## config.mk

```make
export PLATFORM = sky130hd
export DESIGN_NAME = spi_slave_frontend_flat
export DESIGN_NICKNAME = d
export VERILOG_FILES = /design/src/rtl/spi_slave_frontend_if.sv /design/src/rtl/spi_slave_frontend.sv /design/src/flat_wrapper.sv
export SDC_FILE = /design/constraint.sdc
export NUM_CORES = 1
export LEC_CHECK = 0
export ABC_AREA = 1
export CAP_MARGIN = 10
export CORE_ASPECT_RATIO = 1.1
export CORE_MARGIN = 3
export CORE_UTILIZATION = 25
export CTS_CLUSTER_DIAMETER = 150
export DETAILED_ROUTE_END_ITERATION = 12
export GPL_TIMING_DRIVEN = 0
export MAX_ROUTING_LAYER = met4
export PLACE_DENSITY_LB_ADDON = 0.2
export SYNTH_ARGS = -nofsm -noshare
export SYNTH_HDL_FRONTEND = slang
export SYNTH_SLANG_ARGS = --single-unit
export TNS_END_PERCENT = 30
```

## constraint.sdc

```tcl
create_clock -name clk -period 3.3 [get_ports clk]
set_clock_uncertainty 0.05 [all_clocks]
set_input_delay 0.33 -clock clk [delete_from_list [all_inputs] [get_ports clk]]
set_output_delay 0.33 -clock clk [all_outputs]
set_load 0.02 [all_outputs]
```

## src/rtl/spi_slave_frontend_if.sv

```systemverilog
// rtl/spi_slave_frontend_if.sv - SPI pin and word-side signal bundle for spi_slave_frontend
interface spi_slave_frontend_if #(
  parameter int unsigned DATA_W = 8
);
  logic              spi_sclk;
  logic              spi_cs_n;
  logic              spi_mosi;
  logic              spi_miso;
  logic              spi_miso_oe;
  logic              bit_en;
  logic [DATA_W-1:0] rx_data;
  logic              rx_valid;
  logic [DATA_W-1:0] tx_data;
  logic              tx_ack;
  logic              frame_active;
  logic              frame_err;

  // Design side: consumes pins and transmit word, produces everything else
  modport slave (
    input  spi_sclk, spi_cs_n, spi_mosi, tx_data,
    output spi_miso, spi_miso_oe, bit_en, rx_data, rx_valid, tx_ack,
           frame_active, frame_err
  );

  // Environment side: drives pins and transmit word
  modport master (
    output spi_sclk, spi_cs_n, spi_mosi, tx_data,
    input  spi_miso, spi_miso_oe, bit_en, rx_data, rx_valid, tx_ack,
           frame_active, frame_err
  );
endinterface

```

## src/rtl/spi_slave_frontend.sv

```systemverilog
// rtl/spi_slave_frontend.sv - SPI slave pin synchroniser, edge detector and word shifter
module spi_slave_frontend #(
  parameter int unsigned DATA_W    = 8,
  parameter bit          CPOL      = 1'b0,
  parameter bit          CPHA      = 1'b0,
  parameter bit          MSB_FIRST = 1'b1
) (
  input  logic                  clk,
  input  logic                  rst_n,
  spi_slave_frontend_if.slave   bus
);

  localparam int unsigned CW = $clog2(DATA_W);
  localparam logic [CW-1:0] LAST_BIT = CW'(DATA_W - 1);

  typedef enum logic {IDLE, ACTIVE} state_t;

  state_t            state;
  logic              sclk_s1, sclk_s2, sclk_s3;
  logic              cs_s1, cs_s2, cs_s3;
  logic              mosi_s1, mosi_s2;
  logic [1:0]        flush_cnt;
  logic              armed;
  logic [CW-1:0]     bit_cnt;
  logic [DATA_W-1:0] rx_sr;
  logic [DATA_W-1:0] tx_sr;
  logic [DATA_W-1:0] tx_next;
  logic [DATA_W-1:0] rx_word;
  logic              lead_edge, trail_edge, sample_edge, drive_edge;
  logic              cs_fall, cs_rise;
  logic              act, do_sample, do_drive, do_start, load_tx;
  logic              miso_next;

  // Two-flop synchronisers plus a history flop on sclk/cs_n; armed blocks a
  // frame start until cs_n has been seen high after reset.
  always_ff @(posedge clk or negedge rst_n) begin
    if (!rst_n) begin
      sclk_s1   <= CPOL;
      sclk_s2   <= CPOL;
      sclk_s3   <= CPOL;
      cs_s1     <= 1'b1;
      cs_s2     <= 1'b1;
      cs_s3     <= 1'b1;
      mosi_s1   <= 1'b0;
      mosi_s2   <= 1'b0;
      flush_cnt <= 2'd0;
      armed     <= 1'b0;
    end else begin
      sclk_s1 <= bus.spi_sclk;
      sclk_s2 <= sclk_s1;
      sclk_s3 <= sclk_s2;
      cs_s1   <= bus.spi_cs_n;
      cs_s2   <= cs_s1;
      cs_s3   <= cs_s2;
      mosi_s1 <= bus.spi_mosi;
      mosi_s2 <= mosi_s1;
      if (flush_cnt != 2'd3) begin
        flush_cnt <= flush_cnt + 2'd1;
      end else if (cs_s2) begin
        armed <= 1'b1;
      end
    end
  end

  // Edge classification and per-cycle actions; a CS rise masks any SCLK edge
  always_comb begin
    lead_edge   = (sclk_s2 != sclk_s3) && (sclk_s2 == ~CPOL);
    trail_edge  = (sclk_s2 != sclk_s3) && (sclk_s2 == CPOL);
    sample_edge = CPHA ? trail_edge : lead_edge;
    drive_edge  = CPHA ? lead_edge : trail_edge;
    cs_fall     = armed && !cs_s2 && cs_s3;
    cs_rise     = cs_s2 && !cs_s3;
    act         = (state == ACTIVE) && !cs_rise;
    do_sample   = act && sample_edge;
    do_drive    = act && drive_edge;
    do_start    = (state == IDLE) && cs_fall;
    load_tx     = (do_start && (CPHA == 1'b0)) || (do_drive && (bit_cnt == '0));
    rx_word     = MSB_FIRST ? {rx_sr[DATA_W-2:0], mosi_s2}
                            : {mosi_s2, rx_sr[DATA_W-1:1]};
  end

  // Next transmit shift value; MISO is registered from it so the pin moves
  // one cycle after the drive edge is detected
  always_comb begin
    tx_next = tx_sr;
    if ((state == ACTIVE) && cs_rise) begin
      tx_next = '0;
    end else if (load_tx) begin
      tx_next = bus.tx_data;
    end else if (do_drive) begin
      tx_next = MSB_FIRST ? {tx_sr[DATA_W-2:0], 1'b0} : {1'b0, tx_sr[DATA_W-1:1]};
    end
    miso_next = MSB_FIRST ? tx_next[DATA_W-1] : tx_next[0];
  end

  assign bus.bit_en = do_sample;
  assign bus.tx_ack = load_tx;

  // Frame FSM with registered pin and word outputs
  always_ff @(posedge clk or negedge rst_n) begin
    if (!rst_n) begin
      state            <= IDLE;
      bit_cnt          <= '0;
      rx_sr            <= '0;
      tx_sr            <= '0;
      bus.rx_data      <= '0;
      bus.rx_valid     <= 1'b0;
      bus.spi_miso     <= 1'b0;
      bus.spi_miso_oe  <= 1'b0;
      bus.frame_active <= 1'b0;
      bus.frame_err    <= 1'b0;
    end else begin
      bus.rx_valid  <= 1'b0;
      bus.frame_err <= 1'b0;
      tx_sr         <= tx_next;
      case (state)
        IDLE: begin
          bit_cnt <= '0;
          if (cs_fall) begin
            state            <= ACTIVE;
            bus.spi_miso_oe  <= 1'b1;
            bus.frame_active <= 1'b1;
            bus.spi_miso     <= miso_next;
          end else begin
            bus.spi_miso_oe  <= 1'b0;
            bus.frame_active <= 1'b0;
            bus.spi_miso     <= 1'b0;
          end
        end
        ACTIVE: begin
          if (cs_rise) begin
            state            <= IDLE;
            bus.spi_miso_oe  <= 1'b0;
            bus.frame_active <= 1'b0;
            bus.spi_miso     <= 1'b0;
            bus.frame_err    <= (bit_cnt != '0);
            bit_cnt          <= '0;
            rx_sr            <= '0;
          end else begin
            bus.spi_miso <= miso_next;
            if (do_sample) begin
              rx_sr <= rx_word;
              if (bit_cnt == LAST_BIT) begin
                bit_cnt      <= '0;
                bus.rx_data  <= rx_word;
                bus.rx_valid <= 1'b1;
              end else begin
                bit_cnt <= bit_cnt + CW'(1);
              end
            end
          end
        end
        default: state <= IDLE;
      endcase
    end
  end

endmodule

```

## src/flat_wrapper.sv

```systemverilog
// flat-port wrapper written by rule: the top's interface ports become plain ports
module spi_slave_frontend_flat 
#(
  parameter int unsigned DATA_W    = 8,
  parameter bit          CPOL      = 1'b0,
  parameter bit          CPHA      = 1'b0,
  parameter bit          MSB_FIRST = 1'b1
)
  (clk, rst_n, bus_spi_sclk, bus_spi_cs_n, bus_spi_mosi, bus_tx_data, bus_spi_miso, bus_spi_miso_oe, bus_bit_en, bus_rx_data, bus_rx_valid, bus_tx_ack, bus_frame_active, bus_frame_err);
  spi_slave_frontend_if #(.DATA_W(DATA_W)) bus_i ();
  input  logic clk;
  input  logic rst_n;
  input wire logic [$bits(bus_i.spi_sclk)-1:0] bus_spi_sclk;
  input wire logic [$bits(bus_i.spi_cs_n)-1:0] bus_spi_cs_n;
  input wire logic [$bits(bus_i.spi_mosi)-1:0] bus_spi_mosi;
  input wire logic [$bits(bus_i.tx_data)-1:0] bus_tx_data;
  output wire logic [$bits(bus_i.spi_miso)-1:0] bus_spi_miso;
  output wire logic [$bits(bus_i.spi_miso_oe)-1:0] bus_spi_miso_oe;
  output wire logic [$bits(bus_i.bit_en)-1:0] bus_bit_en;
  output wire logic [$bits(bus_i.rx_data)-1:0] bus_rx_data;
  output wire logic [$bits(bus_i.rx_valid)-1:0] bus_rx_valid;
  output wire logic [$bits(bus_i.tx_ack)-1:0] bus_tx_ack;
  output wire logic [$bits(bus_i.frame_active)-1:0] bus_frame_active;
  output wire logic [$bits(bus_i.frame_err)-1:0] bus_frame_err;
  assign bus_i.spi_sclk = bus_spi_sclk;
  assign bus_i.spi_cs_n = bus_spi_cs_n;
  assign bus_i.spi_mosi = bus_spi_mosi;
  assign bus_i.tx_data = bus_tx_data;
  assign bus_spi_miso = bus_i.spi_miso;
  assign bus_spi_miso_oe = bus_i.spi_miso_oe;
  assign bus_bit_en = bus_i.bit_en;
  assign bus_rx_data = bus_i.rx_data;
  assign bus_rx_valid = bus_i.rx_valid;
  assign bus_tx_ack = bus_i.tx_ack;
  assign bus_frame_active = bus_i.frame_active;
  assign bus_frame_err = bus_i.frame_err;
  spi_slave_frontend #(.DATA_W(DATA_W), .CPOL(CPOL), .CPHA(CPHA), .MSB_FIRST(MSB_FIRST)) u_core (.clk(clk), .rst_n(rst_n), .bus(bus_i));
endmodule
```

==> impl_metrics.ini <==
[synthesis]
ys_seq_elements = 42
yosys.area.top_type = dfrtp_1
syn-cell-area_mm2 = 0.00173
avgSynthCellArea_um2 = 10.2
async_flop_share_pct = 100
syn-num-nets = 187
synth_cells = 170
synth_most_common_cell = nand2_1
synth-main-ff-cell = dfrtp_1
yosysTopAreaCellShare_pct = 56.4
synth-seq-area-share_pct = 60.9
synth_edf_count = 0
ys_types = 21
synthTopCellsByArea = dfrtp_1, nand2_1, nand3_1, inv_1, dfstp_2
synth_commonest_cells = nand2_1, dfrtp_1, inv_1
synth_warnings = 0

[drt]
avgRoutedWirePerCell_um = 10.9
drc = 0
vias = 1181
vias_per_cell = 4.09
drt_iter0_markers = 78
postRouteAntennaNets = 0
first_pass_iters = 4
wl_mm = 3.14

[timing]
post-route-period-util_pct = 74.7
rsz0062_at_grt = false
maxSlewViolCount = 0
max_clock_freq_mhz = 405
setup_violations = 0
max_slew_margin_pct = 65.2
hold_viol_final = 0
worst_slew_pin_slew_ns = 0.519
layout_setup_ws_ns = 0.834
fin_crit_ns = 2.47
fin_setup_tns_ns = 0

[finish]
syn_to_final_growth_pct = 28.5
seqCellArea_mm2 = 0.00105
fillers = 714
nets = 223
diodes = 0
multiInputGateArea_um2 = 568
drive_gt1_share_pct = 15.5

[clock_network]
h-tree-depth = 2
clk_latency_ns = 0.29
cts-root-buf = clkbuf_8
cts_resized = 0
post-cts-setup-buffers = 0
cts_sinks = 42
holdBufCountCts = 1
cts_tree = built
cts_buffer_depth = 2
cts_made_buffers = 5
clk_pin_slew_ns = 0.08

[critical_path]
startpoint_type = register
r2r-start = u_core.cs_s2
criticalPathCategory = register to output port
critPathLaunch = u_core.cs_s3
required_ns = 2.92
r2r_slack_ns = 1.74
critPathMaxFanout = 9
critPathCaptureType = output port
worstPathArrival_ns = 2.09

[outcome]
status = completed

[hold_path]
min_from = u_core.mosi_s1
hold_path.class = register to register

[global_routing]
grt_pass1_wl_mm = 5.66
grt_overflow_total = 0
antenna_found_initial = 0
grt_max_degree = 30
grt_pass1_vias = 1230
grtUsageTotal_pct = 9.27

[pwr]
leakage_nw = 1.05
irDropWorstVdd_mv = 0.169
cellPowerDensity_mw_per_mm2 = 511
finalPower_w = 0.00114

[floorplanning]
die_area_mm2 = 0.00796
io_pins = 28
fp.dieW_um = 85.4
start_util_pct = 26.0
die_h_um = 93.3
row_count = 31
core_region_area_mm2 = 0.00667

[placed_design]
gp_congestion = 0.694
dp_hpwl_mm = 2.31
place_ws_ns = 1.14
io_buffers = 27

[run]
maxCapViolations = 0
-- sequential cells by signal, summed over array words and instances (netlist names), 2 cells and up --
register,count
u_core.flush_cnt,2
u_core.bus.rx_data,8
u_core.bit_cnt,3
u_core.tx_sr,8
u_core.rx_sr,7
-- path summary, 6_finish.rpt --
path | endpoint | cells past startpoint
worst min register to register | u_core.mosi_s2 | 0
worst min-delay path | u_core.mosi_s2 | 0
min in group asynchronous | u_core.bus.rx_data[5] | 2
worst max register to register | u_core.rx_sr[4] | 6
worst max-delay path | bus_tx_ack | 7
max in group asynchronous | u_core.cs_s3 | 3
-- power by group --
part / total, W / internal, W / switching (W)
registers: 0.000608 / 0.000576 / 0.0000318
clock network: 0.000343 / 0.000168 / 0.000175
logic: 0.000187 / 0.0000761 / 0.000110
total: 0.00114 / 0.000820 / 0.000317
-- critical path, stage by stage (launching register included) --
cell and delay (ns):
dfstp_2 0.54, inv_1 0.05, nand2_2 0.10, nand3_1 0.17, nand2_4 0.18, nand2_4 0.09
inv_1 0.08, clkdlybuf4s50_1 0.60
-- kinds of logic (layout without fill, tap and decap cells) --
kind of cell	Yosys count	in the layout	share of synthesized area [%]
xor+xnor	1	1	0.506
simple gates	77	77	21.6
flops	42	42	60.9
compound gates	19	19	7.15
fa+ha+maj	4	4	2.89
mux	1	1	0.650
buf+inv	26	63	6.29
-- placed cells by master, fill, tap and decap left out --
cell type / Yosys / final
o21ai_0: 10 / 10
buf_2: 0 / 1
nand2_1: 40 / 40
buf_12: 0 / 1
mux2_2: 1 / 1
nand3b_1: 2 / 2
o21ai_2: 7 / 7
nand4_1: 1 / 1
dfstp_2: 3 / 3
nand3_1: 19 / 19
clkdlybuf4s50_1: 0 / 26
ha_1: 4 / 4
nor2_4: 2 / 2
clkbuf_8: 0 / 6
inv_1: 24 / 24
nor2_1: 6 / 6
nand3_2: 1 / 1
nand2_4: 3 / 3
clkinvlp_4: 0 / 1
o21ai_1: 1 / 1
dlygate4sd3_1: 0 / 1
buf_4: 1 / 1
dfrtp_1: 39 / 39
buf_6: 1 / 1
clkinv_2: 0 / 1
nand2_2: 3 / 3
a21o_1: 1 / 1
xnor2_1: 1 / 1
-- stage by stage --
step                      utilization (%)  hold WS (ns)  cell area [um^2]  cells
after CTS                            33.3         0.305              2220    289
after global placement               31.5         0.281              2100    279
after floorplan                         -       -0.0156              1730    170
after detailed placement             31.8         0.201              2120    280
after global routing                 33.3         0.313              2220    289
final                                33.3         0.304              2220    289
-- layout make-up --
type	count	area share, %
multi-input cells	102	25.5
well taps	82	4.61
flip-flops and latches	42	47.4
inverters	24	4.05
plain buffers	2	0.844
repair buffers	29	13.3
clock inverters	2	0.562
clock buffers	6	3.71
-- metal layers --
layer | vias up | track usage, % | routed length (um)
met5 | - | - | 0
met2 | 16 | 13.5 | 1390
met1 | 547 | 11.7 | 1550
met4 | 0 | 5.01 | 83
li1 | 611 | - | -
met3 | 7 | 2.56 | 112
Power figures use the tool's default switching activity.
